==> src/rtl/unary_pkg.sv <==
// -----------------------------------------------------------------------------
// unary_pkg
// Shared types and constant helpers for the unary root unit.
//   state_t      : controller states (IDLE, COLLECT, SEARCH, EMIT)
//   count_width  : width of a counter able to hold 0..w
//   prod_width   : width of the power/target arithmetic for root order r
//   int_pow      : elaboration-time integer power, used for W^(R-1)
// -----------------------------------------------------------------------------
package unary_pkg;

    typedef enum logic [1:0] {
        IDLE    = 2'd0,
        COLLECT = 2'd1,
        SEARCH  = 2'd2,
        EMIT    = 2'd3
    } state_t;

    localparam int unsigned DEFAULT_INPUT_WIDTH = 8;
    localparam int unsigned DEFAULT_ROOT        = 2;

    function automatic int unsigned count_width(input int unsigned w);
        return $clog2(w + 1);
    endfunction

    function automatic int unsigned prod_width(input int unsigned w, input int unsigned r);
        return r * count_width(w) + 2;
    endfunction

    function automatic int unsigned int_pow(input int unsigned base, input int unsigned exp);
        int unsigned r;
        r = 1;
        for (int unsigned i = 0; i < exp; i++) begin
            r = r * base;
        end
        return r;
    endfunction

endpackage

==> src/rtl/unary_root_n_if.sv <==
// -----------------------------------------------------------------------------
// unary_root_n_if
// Stream interface of the unary root unit.
//   a      : input stream bit            (master -> slave)
//   ready  : input bit qualifier         (master -> slave)
//   busy   : unit is searching/emitting  (slave -> master)
//   valid  : y carries a result bit      (slave -> master)
//   y      : result thermometer bit      (slave -> master)
//   y_ones : result ones-count           (slave -> master)
// -----------------------------------------------------------------------------
interface unary_root_n_if
    import unary_pkg::*;
#(
    parameter int unsigned INPUT_WIDTH = DEFAULT_INPUT_WIDTH,
    parameter int unsigned COUNT_WIDTH = count_width(INPUT_WIDTH)
) ();

    logic                   a;
    logic                   ready;
    logic                   busy;
    logic                   valid;
    logic                   y;
    logic [COUNT_WIDTH-1:0] y_ones;

    modport master (
        output a, ready,
        input  busy, valid, y, y_ones
    );

    modport slave (
        input  a, ready,
        output busy, valid, y, y_ones
    );

endinterface

==> src/rtl/unary_int_pow.sv <==
// -----------------------------------------------------------------------------
// unary_int_pow
// Combinational integer power p = x^ROOT. OUT_WIDTH must be wide enough for
// the largest x presented; no saturation is applied.
//   x : IN_WIDTH-bit base
//   p : OUT_WIDTH-bit result
// -----------------------------------------------------------------------------
module unary_int_pow #(
    parameter int unsigned ROOT      = 2,
    parameter int unsigned IN_WIDTH  = 4,
    parameter int unsigned OUT_WIDTH = 10
) (
    input  logic [IN_WIDTH-1:0]  x,
    output logic [OUT_WIDTH-1:0] p
);

    always_comb begin
        p = OUT_WIDTH'(1);
        for (int unsigned i = 0; i < ROOT; i++) begin
            p = p * OUT_WIDTH'(x);
        end
    end

endmodule

==> src/rtl/unary_root_n.sv <==
// -----------------------------------------------------------------------------
// unary_root_n
// ROOT-th root of an INPUT_WIDTH-bit serial unary stream. Ones are counted
// while the stream arrives (gaps allowed), the root of a_ones*W^(R-1) is found
// by an MSB-first binary search, and the result is replayed as a W-bit
// thermometer stream.
//   clk    : rising-edge clock
//   reset  : synchronous, active-high
//   bus    : unary_root_n_if slave (a, ready in; busy, valid, y, y_ones out)
// Build option: define UNARY_ROOT_ROUND_EN for round-to-nearest results;
// otherwise the result is the floor of the root.
// -----------------------------------------------------------------------------
module unary_root_n
    import unary_pkg::*;
#(
    parameter int unsigned INPUT_WIDTH = DEFAULT_INPUT_WIDTH,
    parameter int unsigned ROOT        = DEFAULT_ROOT,
    parameter int unsigned COUNT_WIDTH = count_width(INPUT_WIDTH),
    parameter int unsigned PROD_WIDTH  = prod_width(INPUT_WIDTH, ROOT)
) (
    input logic           clk,
    input logic           reset,
    unary_root_n_if.slave bus
);

    localparam int unsigned W_POW = int_pow(INPUT_WIDTH, ROOT - 1);

`ifdef UNARY_ROOT_ROUND_EN
    // (2k-1)^R is compared against T*2^R, so both sides need ROOT extra bits.
    localparam int unsigned BASE_WIDTH = COUNT_WIDTH + 1;
    localparam int unsigned CMP_WIDTH  = PROD_WIDTH + ROOT;
`else
    localparam int unsigned BASE_WIDTH = COUNT_WIDTH;
    localparam int unsigned CMP_WIDTH  = PROD_WIDTH;
`endif

    localparam logic [COUNT_WIDTH-1:0] W_CNT    = COUNT_WIDTH'(INPUT_WIDTH);
    localparam logic [COUNT_WIDTH-1:0] W_LAST   = COUNT_WIDTH'(INPUT_WIDTH - 1);
    localparam logic [COUNT_WIDTH-1:0] MSB_MASK = COUNT_WIDTH'(1) << (COUNT_WIDTH - 1);

    state_t                 state_q, state_d;
    logic [COUNT_WIDTH-1:0] a_ones_q, a_ones_d;
    logic [COUNT_WIDTH-1:0] cnt_q, cnt_d;
    logic [COUNT_WIDTH-1:0] mask_q, mask_d;
    logic [COUNT_WIDTH-1:0] k_q, k_d;
    logic [COUNT_WIDTH-1:0] y_ones_q, y_ones_d;

    logic [COUNT_WIDTH-1:0] cand;
    logic [BASE_WIDTH-1:0]  base;
    logic [CMP_WIDTH-1:0]   target;
    logic [CMP_WIDTH-1:0]   power;
    logic                   accept;

    assign cand = k_q | mask_q;

`ifdef UNARY_ROOT_ROUND_EN
    assign base   = {cand, 1'b0} - BASE_WIDTH'(1);
    assign target = (CMP_WIDTH'(a_ones_q) * CMP_WIDTH'(W_POW)) << ROOT;
`else
    assign base   = cand;
    assign target = CMP_WIDTH'(a_ones_q) * CMP_WIDTH'(W_POW);
`endif

    unary_int_pow #(
        .ROOT      (ROOT),
        .IN_WIDTH  (BASE_WIDTH),
        .OUT_WIDTH (CMP_WIDTH)
    ) u_pow (
        .x (base),
        .p (power)
    );

    assign accept = (cand <= W_CNT) && (power <= target);

    always_ff @(posedge clk) begin
        if (reset) begin
            state_q  <= IDLE;
            a_ones_q <= '0;
            cnt_q    <= '0;
            mask_q   <= '0;
            k_q      <= '0;
            y_ones_q <= '0;
        end else begin
            state_q  <= state_d;
            a_ones_q <= a_ones_d;
            cnt_q    <= cnt_d;
            mask_q   <= mask_d;
            k_q      <= k_d;
            y_ones_q <= y_ones_d;
        end
    end

    always_comb begin
        state_d  = state_q;
        a_ones_d = a_ones_q;
        cnt_d    = cnt_q;
        mask_d   = mask_q;
        k_d      = k_q;
        y_ones_d = y_ones_q;

        case (state_q)
            IDLE: begin
                mask_d = MSB_MASK;
                k_d    = '0;
                if (bus.ready) begin
                    a_ones_d = COUNT_WIDTH'(bus.a);
                    cnt_d    = COUNT_WIDTH'(1);
                    state_d  = (INPUT_WIDTH == 1) ? SEARCH : COLLECT;
                end
            end
            COLLECT: begin
                mask_d = MSB_MASK;
                k_d    = '0;
                if (bus.ready) begin
                    a_ones_d = a_ones_q + COUNT_WIDTH'(bus.a);
                    cnt_d    = cnt_q + COUNT_WIDTH'(1);
                    if (cnt_q == W_LAST) begin
                        state_d = SEARCH;
                    end
                end
            end
            SEARCH: begin
                // One candidate bit per cycle while the mask is non-zero; the
                // cycle after the mask empties latches the result.
                if (mask_q != '0) begin
                    if (accept) begin
                        k_d = cand;
                    end
                    mask_d = mask_q >> 1;
                end else begin
                    y_ones_d = k_q;
                    cnt_d    = '0;
                    state_d  = EMIT;
                end
            end
            EMIT: begin
                cnt_d = cnt_q + COUNT_WIDTH'(1);
                if (cnt_q == W_LAST) begin
                    state_d = IDLE;
                end
            end
            default: state_d = IDLE;
        endcase
    end

    assign bus.busy   = (state_q == SEARCH) || (state_q == EMIT);
    assign bus.valid  = (state_q == EMIT);
    assign bus.y      = (state_q == EMIT) && (cnt_q < y_ones_q);
    assign bus.y_ones = y_ones_q;

endmodule

==> src/flat_wrapper.sv <==
// flat-port wrapper written by rule: the top's interface ports become plain ports
module unary_root_n_flat import unary_pkg::*;
#(
    parameter int unsigned INPUT_WIDTH = DEFAULT_INPUT_WIDTH,
    parameter int unsigned ROOT        = DEFAULT_ROOT,
    parameter int unsigned COUNT_WIDTH = count_width(INPUT_WIDTH),
    parameter int unsigned PROD_WIDTH  = prod_width(INPUT_WIDTH, ROOT)
)
  (clk, reset, bus_a, bus_ready, bus_busy, bus_valid, bus_y, bus_y_ones);
  unary_root_n_if #(.INPUT_WIDTH(INPUT_WIDTH), .COUNT_WIDTH(COUNT_WIDTH)) bus_i ();
  input logic clk;
  input logic reset;
  input wire logic [$bits(bus_i.a)-1:0] bus_a;
  input wire logic [$bits(bus_i.ready)-1:0] bus_ready;
  output wire logic [$bits(bus_i.busy)-1:0] bus_busy;
  output wire logic [$bits(bus_i.valid)-1:0] bus_valid;
  output wire logic [$bits(bus_i.y)-1:0] bus_y;
  output wire logic [$bits(bus_i.y_ones)-1:0] bus_y_ones;
  assign bus_i.a = bus_a;
  assign bus_i.ready = bus_ready;
  assign bus_busy = bus_i.busy;
  assign bus_valid = bus_i.valid;
  assign bus_y = bus_i.y;
  assign bus_y_ones = bus_i.y_ones;
  unary_root_n #(.INPUT_WIDTH(INPUT_WIDTH), .ROOT(ROOT), .COUNT_WIDTH(COUNT_WIDTH), .PROD_WIDTH(PROD_WIDTH)) u_core (.clk(clk), .reset(reset), .bus(bus_i));
endmodule
==> config.mk <==
export PLATFORM = sky130hd
export DESIGN_NAME = unary_root_n_flat
export DESIGN_NICKNAME = d
export VERILOG_FILES = /design/src/rtl/unary_pkg.sv /design/src/rtl/unary_root_n_if.sv /design/src/rtl/unary_int_pow.sv /design/src/rtl/unary_root_n.sv /design/src/flat_wrapper.sv
export SDC_FILE = /design/constraint.sdc
export NUM_CORES = 1
export LEC_CHECK = 0
export CAP_MARGIN = 10
export CELL_PAD_IN_SITES_DETAIL_PLACEMENT = 1
export CELL_PAD_IN_SITES_GLOBAL_PLACEMENT = 2
export CORE_MARGIN = 2
export CORE_UTILIZATION = 30
export DETAILED_ROUTE_END_ITERATION = 16
export GPL_TIMING_DRIVEN = 0
export PLACE_DENSITY_LB_ADDON = 0.15
export SYNTH_ARGS = -nofsm -noshare
export SYNTH_HDL_FRONTEND = slang
export SYNTH_SLANG_ARGS = --single-unit
==> constraint.sdc <==
create_clock -name clk -period 7.2 [get_ports clk]
set_input_delay 0.72 -clock clk [delete_from_list [all_inputs] [get_ports clk]]
set_output_delay 0.72 -clock clk [all_outputs]
set_load 0.01 [all_outputs]
---- Word level (Yosys, flattened, before mapping) ----
Index checks and enable logic that the tools add are counted.
word-level totals
  register bits ........................... 22
  latch bits .............................. 0
  bits in writable memories ............... 0
  bits in read-only memories .............. 0
  output and inout port bits .............. 7
  word-level logic and storage cells ...... 57
  memories ................................ 0
operators by class
  add/subtract/negate cells ............... 2
  $mul .................................... 1
  divide/modulo/power cells ............... 0
  order comparisons ....................... 3
  equality and inequality tests ........... 11
  shift-type cells ........................ 0
  muxes and demuxes ....................... 18
  bitwise logic cells ..................... 2
  reduce and logical (&&, ||, !) cells .... 14
operators by type and width
  kind                   count
  $mux W4                8
  $pmux W4 S2            3
  $pmux W4 S4            1
  $mux W2                5
  $reduce_and A3 Y1      3
  $le A8 B7 Y1           1
  $mul A4 B4 Y8          1
  $ne A2 B1 Y1 const B   4
  $pmux W2 S4            1
  $ne A2 B2 Y1 const B   3
  $reduce_and A5 Y1      1
  $add A4 B1 Y4          1
  $add A4 B1 Y4 const B  1
  $eq A2 B2 Y1 const B   2
  $eq A4 B3 Y1 const B   1
  $le A4 B4 Y1 const B   1
  $lt A4 B4 Y1           1
  $or A4 B4 Y4           1
  $reduce_and A2 Y1      2
  $reduce_bool A2 Y1     2
  $reduce_bool A4 Y1     1
  $eq A2 B1 Y1 const B   1
  $logic_and A1 B1 Y1    2
  $logic_not A2 Y1       1
  3 further kinds        3

---- Longest topological paths before layout ----
Gate-level depths: netlist of the first run.
  depth after elaboration ................. 7
  gate-level depth with buffers ........... 12
  gate-level depth less buffers ........... 11

---- By module ----
Synthesis of the first run repeated with hierarchy kept, for this count alone.
second synthesis, totals
  cell total of the unflattened synthesis .. 187
  area, all modules ....................... 1510.2 um^2
modules (own cells, without submodules)
  module         instances  cells each  area each (um^2)
  unary_root_n   1          159         1290.0
  unary_int_pow  1          28          220.2

---- Least setup slack after synthesis of the first run ----
No wires, ideal clock.
  path kind ............................... register to register
  from .................................... register u_core.mask_q[2]
  to ...................................... register u_core.k_q[0]
  arrival time ............................ 2.738 ns
  slack ................................... 4.375 ns
  cell stages (with the launch flop) ...... 13
  buffers on the path ..................... 1
  cell sequence ........................... dfxtp_1 > clkbuf_1 > nor2_1 > nor4_1 > ha_1 > nand2_1 > o21a_1 > xnor2_1 > ha_1 > and3_1 > a221oi_1 > a31oi_1 > o31ai_1
on the way
  longest elaborated chain between the ends .. 6
RTL lines
  what                           line                 source
  start: declaration             unary_root_n.sv:44   logic [COUNT_WIDTH-1:0] mask_q, mask_d;
  start signal: assignment       unary_root_n.sv:87   mask_q <= mask_d;
  $or A4 B4 Y4                   unary_root_n.sv:54   assign cand = k_q | mask_q;
  $mul A4 B4 Y8                  unary_int_pow.sv:20  p = p * OUT_WIDTH'(x);
  $le A8 B7 Y1                   unary_root_n.sv:73   assign accept = (cand <= W_CNT) && (power <= target);
  $logic_and A1 B1 Y1            unary_root_n.sv:73
  $ne A2 B1 Y1 (no line)         n/a
  $reduce_and A3 Y1 (no line) *  n/a
  end signal: assignment         unary_root_n.sv:88   k_q <= k_d;
  end: declaration               unary_root_n.sv:45   logic [COUNT_WIDTH-1:0] k_q, k_d;
Mark *: on every way between the ends. The rest lies on a longest branch, timed or not.
A chain may end at the register's enable or synchronous reset.

---- Worst setup path after layout of the first run ----
  from .................................... register u_core.mask_q[2]
  to ...................................... register u_core.k_q[1]
The elaborated chain is that of the path after synthesis.

==> results.md, run 1 <==
* Final Max Slew Viols at 0
* Clk sinks at 22
* Synthesis warning total at 0
* Portion of the post-synthesis area used by sequential elements at 30.42%
* Run status: completed
* Final critical delay including setup and external delays at 3.349 ns
* F_max at 298.6 MHz
* Leading cell types by total area after synthesis: sky130_fd_sc_hd__dfxtp_1, sky130_fd_sc_hd__ha_1, sky130_fd_sc_hd__a21oi_1
* Core Region at 0.004692 mm^2
* Total power divided by cell area at 253.2 mW/mm^2
* H-Tree Level Count at 1
* Slew margin rel. at 41.39%
* Pin slew with the least headroom to its limit at 0.8711 ns
* Post-Route Skew at 0.002297 ns
* Hold path depth at 2
* First-pass GRT wire length at 6803 um
* Data required time of the critical path at 7.37 ns
* Horiz. Die Dim at 73.47 um
* Placement Cell Area at 0.001605 mm^2
* Final Hold Viols at 0
* Largest net degree at the start of global routing at 13
* Inserted Clock Buffers at 3
* Commonest non-fill, non-tap cell in the layout: sky130_fd_sc_hd__dfxtp_1
* Data arrival, critical path at 3.52 ns
* Number of core rows at 25
* Post-CTS clock slew at the launch and capture registers of the worst setup and hold paths at 0.08 ns
* # Max-Cap Violations at 0
* Netlist Area Pre-Place at 0.001448 mm^2
* Max Root-Sink Buffers at 2
* Distinct cell type count of the synthesized netlist at 36
* Total global routing track utilization at 16.05%
* Post-layout nets at 215
* Die area at 0.005397 mm^2
* Share of layout cells above drive strength 1 at 3.665%
* Type of the worst min-delay path: flop to flop
* Element type at the critical path start: flop
* Max VDD drop at 0.1366 mV
* Classification of the worst setup path: flop to flop
* Number of vias per cell at 5.363
* Synthesized area per cell at 8.133 um^2
* GRT Residual Overflow at 0
* Gates resized, CTS repair at 0
* Finish-stage setup viols at 0
* Number of cells produced by synthesis at 178
* EDFF count, synth at 0
* Post-route antenna net violation count at 0
* Antenna fix cells at 0
* Register-to-Register Path Depth at 12
* HPWL after detailed placement at 3061 um
* Critical path capture point type: flop
* Area share of the largest cell type after synthesis at 30.42%
* Synthesized netlist net count at 201
* Cell taking the most area after synthesis: sky130_fd_sc_hd__dfxtp_1
* Post-route clock period utilization at 46.52%
* Most instantiated flip-flop cell in the synthesis netlist: sky130_fd_sc_hd__dfxtp_1
* Initial DRC count at 63
* Leading cell types in the layout, fill and taps excluded: sky130_fd_sc_hd__dfxtp_1, sky130_fd_sc_hd__nor2_1, sky130_fd_sc_hd__a21oi_1, sky130_fd_sc_hd__ha_1, sky130_fd_sc_hd__nand2_1
* Setup repair after global routing missed its margin: false
* Max FO, Critical Path at 8
* Sum Neg Setup Slack at 0 ns
* Number of input and output port buffers inserted at 9
* First-pass DRT Iterations at 4
* TritonCTS clock tree: built
* Final RePlAce weighted congestion at 0.7431
* Non-Filler Cell Area, Final at 0.001660 mm^2
* Via count of the first global-routing pass at 1,410
* Drc violations at 0
* Vias after detailed routing at 1,314
* Register bit total from synthesis at 22
* Per-cell routed wire length at 15.71 um
* Buffers inserted by post-CTS timing repair at 0
* Leakage at 0.0006337 uW
* Cell chosen for the clock root: sky130_fd_sc_hd__clkbuf_8
* Count of pins on the block boundary at 11
* Post-CTS Hold Buffers at 0
* Chip Height at 73.47 um
* Starting utilization of the core area at 30.85%
* Synth-to-layout area growth at 14.69%
* Total routed wirelength at 3849 um
* Post-synth ARST share at 0%
* Antenna violations before repair at 0
* Later-pin clock latency in the skew report at 0.26 ns
==> metrics by stage <==
step           setup slack (ns)  total power (uW)  util (%)  hold WS (ns)  std cells
6_report                  3.851             420.4     35.39        0.4874        245
5_1_grt                   3.491             456.5     35.39        0.5128        245
4_1_cts                   3.794             427.3     35.39        0.4921        245
3_5_place_dp              3.825             335.0     34.21        0.4765        241
3_3_place_gp              3.997             318.7     34.21        0.4591        241
2_1_floorplan             4.375             278.2         -        0.4466        178
==> report_power, final <==
group	leakage [uW]	internal (uW)	switching, uW
Combinational	0.000427	66.6	112
Clock	0.0000288	48.8	42.3
Sequential	0.000178	135	16.3
Total	0.000634	250	170
==> critical path: stages (launching register included) <==
cell and delay, ns:
sky130_fd_sc_hd__dfxtp_1 0.31, sky130_fd_sc_hd__clkbuf_1 0.35, sky130_fd_sc_hd__nor2_1 0.19, sky130_fd_sc_hd__nor4_1 0.49
sky130_fd_sc_hd__ha_1 0.33, sky130_fd_sc_hd__nand2_1 0.07, sky130_fd_sc_hd__o21a_1 0.16, sky130_fd_sc_hd__xnor2_1 0.14
sky130_fd_sc_hd__ha_1 0.27, sky130_fd_sc_hd__and3_1 0.20, sky130_fd_sc_hd__a221oi_1 0.30, sky130_fd_sc_hd__a31oi_1 0.15
sky130_fd_sc_hd__o31ai_1 0.31
==> cells by family after synthesis <==
family / Yosys count / share of synthesized area (%)
simple gates: 66 / 22.82
compound gates: 46 / 21.18
flops: 22 / 30.42
buf+inv: 20 / 5.445
fa+ha+maj: 19 / 16.94
xor+xnor: 3 / 1.815
mux: 2 / 1.383
==> area by class of cell <==
type                    count  area (um^2)
inverters                  13        48.80
flip-flops and latches     22        440.4
repair buffers              9        90.09
well taps                  54        67.56
clock buffers               4        55.05
plain buffers               7        30.03
fillers                   575         3032
multi-input cells         136        928.4
==> sequential cells by signal, summed over array words and instances, names as in the netlist <==
name and count:
u_core.mask_q 4, u_core.state_q 2, u_core.bus.y_ones 4, u_core.cnt_q 4, u_core.k_q 4, u_core.a_ones_q 4
==> final timing paths <==
check                            start                   end  slack, ns
hold reg to reg   u_core.bus.y_ones[0]  u_core.bus.y_ones[0]       0.49
setup reg to reg      u_core.mask_q[2]         u_core.k_q[1]       3.85
setup / recovery      u_core.mask_q[2]         u_core.k_q[1]       3.85
hold / removal    u_core.bus.y_ones[0]  u_core.bus.y_ones[0]       0.49
==> metal layers <==
layer | vias up | global-route usage (%) | part of all wire, % | wire length (um)
met3 | 2 | 2.606 | 1.6 | 63
met2 | 9 | 27.28 | 50 | 1912
li1 | 661 | - | - | -
met4 | 0 | 4.040 | 0.39 | 15
met1 | 642 | 21.07 | 48 | 1857
met5 | - | 0 | 0 | 0
==> Yosys cell counts, drive strengths merged, types with 5 or more instances <==
cell and count:
nor2 18, dfxtp 22, nand3b 5, nand2 16
ha 18, o21ai 8, nand3 8, a21oi 18
inv 13, clkbuf 6
Note: power is estimated with default switching activity, not from simulation.
==> run 2: changes to the inputs <==
- clock period: 7.2 -> 3.34 ns (I/O delays scaled with it)
==> run 2 against run 1 <==
Net effect: register-to-register slack got worse by 3.6 ns; total power rose by 120%; via count down 1.9%; global-route usage unchanged; worst hold slack hardly changed; die area is the same; critical path type unchanged; largest power group unchanged.
==> results.md, run 2 (synthesis gave the netlist of run 1 again) <==
* Run status: completed (unchanged)
* Leading cell types in the layout, fill and taps excluded: sky130_fd_sc_hd__dfxtp_1, sky130_fd_sc_hd__a21oi_1, sky130_fd_sc_hd__ha_1 (was sky130_fd_sc_hd__dfxtp_1, sky130_fd_sc_hd__nor2_1, sky130_fd_sc_hd__a21oi_1, sky130_fd_sc_hd__ha_1, sky130_fd_sc_hd__nand2_1)
* Post-CTS Hold Buffers at 0 (unchanged)
* Cell chosen for the clock root: sky130_fd_sc_hd__clkbuf_8 (unchanged)
* Final Hold Viols at 0 (unchanged)
* Max Root-Sink Buffers at 2 (unchanged)
* Max VDD drop at 0.2928 mV (was 0.1366 mV)
* Number of input and output port buffers inserted at 9 (unchanged)
* Die area at 0.005397 mm^2 (unchanged)
* Slew margin rel. at 41.19% (was 41.39%)
* Max FO, Critical Path at 8 (unchanged)
* Sum Neg Setup Slack at 0 ns (unchanged)
* Inserted Clock Buffers at 3 (unchanged)
* Horiz. Die Dim at 73.47 um (unchanged)
* Finish-stage setup viols at 0 (unchanged)
* Vias after detailed routing at 1,289 (was 1,314)
* Post-route clock period utilization at 91.03% (was 46.52%)
* Later-pin clock latency in the skew report at 0.26 ns (about the same)
* Final Max Slew Viols at 0 (unchanged)
* TritonCTS clock tree: built (unchanged)
* Data required time of the critical path at 3.51 ns (was 7.37 ns)
* Final RePlAce weighted congestion at 0.7431 (unchanged)
* H-Tree Level Count at 1 (unchanged)
* Number of fill cells at 566 (was 575)
* Core Region at 0.004692 mm^2 (unchanged)
* Total power divided by cell area at 539.7 mW/mm^2 (was 253.2 mW/mm^2)
* Count of pins on the block boundary at 11 (unchanged)
* Data arrival, critical path at 3.21 ns (was 3.52 ns)
* Chip Height at 73.47 um (unchanged)
* Number of core rows at 25 (unchanged)
* HPWL after detailed placement at 3061 um (unchanged)
* Clk sinks at 22 (unchanged)
* Synth-to-layout area growth at 15.99% (was 14.69%)
* Initial DRC count at 76 (was 63)
* Final Hold Slack at 0.4876 ns (was 0.4874 ns)
* Critical path capture point type: flop (unchanged)
* Pin slew with the least headroom to its limit at 0.8741 ns (was 0.8711 ns)
* GRT Residual Overflow at 0 (unchanged)
* Antenna violations before repair at 0 (unchanged)
* Post-layout nets at 214 (was 215)
* Via count of the first global-routing pass at 1,410 (unchanged)
* # Max-Cap Violations at 0 (unchanged)
* Drc violations at 0 (unchanged)
* First-pass DRT Iterations at 4 (unchanged)
* Total routed wirelength at 3817 um (was 3849 um)
* Number of vias per cell at 5.283 (was 5.363)
* Final critical delay including setup and external delays at 3.040 ns (was 3.349 ns)
* Leakage at 0.0006538 uW (was 0.0006337 uW)
* First-pass GRT wire length at 6803 um (unchanged)
* Share of layout cells above drive strength 1 at 6.316% (was 3.665%)
* Post-Route Skew at 0.002774 ns (was 0.002297 ns)
* Element type at the critical path start: flop (unchanged)
* Setup repair after global routing missed its margin: false (unchanged)
* Per-cell routed wire length at 15.64 um (was 15.71 um)
* Post-route antenna net violation count at 0 (unchanged)
* Commonest non-fill, non-tap cell in the layout: sky130_fd_sc_hd__dfxtp_1 (unchanged)
* Post-CTS clock slew at the launch and capture registers of the worst setup and hold paths at 0.08 ns (about the same)
* Total global routing track utilization at 16.05% (unchanged)
* F_max at 328.9 MHz (was 298.6 MHz)
* Classification of the worst setup path: flop to flop (unchanged)
* Type of the worst min-delay path: flop to flop (unchanged)
* Antenna fix cells at 0 (unchanged)
* Starting utilization of the core area at 30.85% (unchanged)
* Largest net degree at the start of global routing at 13 (unchanged)
==> run 2: per-layer routing <==
metal  share of wire (%)  GRT usage (%)
met5                   0              0
met4                0.39          4.040
met3                 1.5          2.606
met2                  50          27.28
met1                  48          21.07
==> run 2: where the power goes <==
group	total, uW	switching, uW	internal (uW)
Clock	195	90.3	105
Sequential	331	39.9	291
Combinational	380	236	144
Total	906	366	540
==> run 2: area by class of cell <==
type	instances	area (um^2)	share of cell area (%)
timing repair buffer	9	90.09	5.365
multi-input combinational	136	950.9	56.63
clock buffer	4	55.05	3.279
tap	54	67.56	4.024
buffer	6	26.28	1.565
inverter	13	48.80	2.906
sequential	22	440.4	26.23
==> run 2: path summary, 6_finish.rpt <==
path	slack, ns	startpoint	cells past startpoint	end
max	0.30	u_core.mask_q[2]	11	u_core.k_q[3]
min	0.49	u_core.bus.y_ones[0]	2	u_core.bus.y_ones[0]
max reg2reg	0.30	u_core.mask_q[2]	11	u_core.k_q[3]
min reg2reg	0.49	u_core.bus.y_ones[0]	2	u_core.bus.y_ones[0]
==> run 2: metrics by stage <==
step	utilization [%]	cell area [um^2]	setup WS (ns)	power, uW	std cells
2_1_floorplan	-	1448	0.5150	599.6	178
3_3_place_gp	34.21	1605	0.1372	687.1	241
3_5_place_dp	34.21	1605	-0.03505	722.1	241
4_1_cts	35.52	1667	0.03478	921.3	245
5_1_grt	35.79	1679	0.03985	988.0	244
6_report	35.79	1679	0.2996	906.2	244
==> run 2: critical path, cell delays in order, from the launching register on <==
cell                       delay (ns)
sky130_fd_sc_hd__dfxtp_1         0.42
sky130_fd_sc_hd__nor2_2          0.25
sky130_fd_sc_hd__nor2_1          0.12
sky130_fd_sc_hd__fa_1            0.47
sky130_fd_sc_hd__a21o_1          0.18
sky130_fd_sc_hd__a21oi_1         0.16
sky130_fd_sc_hd__xnor2_1         0.15
sky130_fd_sc_hd__ha_1            0.27
sky130_fd_sc_hd__and3_1          0.17
sky130_fd_sc_hd__a221oi_1        0.30
sky130_fd_sc_hd__a31oi_1         0.16
sky130_fd_sc_hd__o31ai_1         0.31
==> run 2: what timing repair did <==
item | in CTS | in global routing
setup endpoints to repair | 3 | 4
gates resized for setup | 1 | 4
setup buffers | 0 | 0
gates cloned | 0 | 0
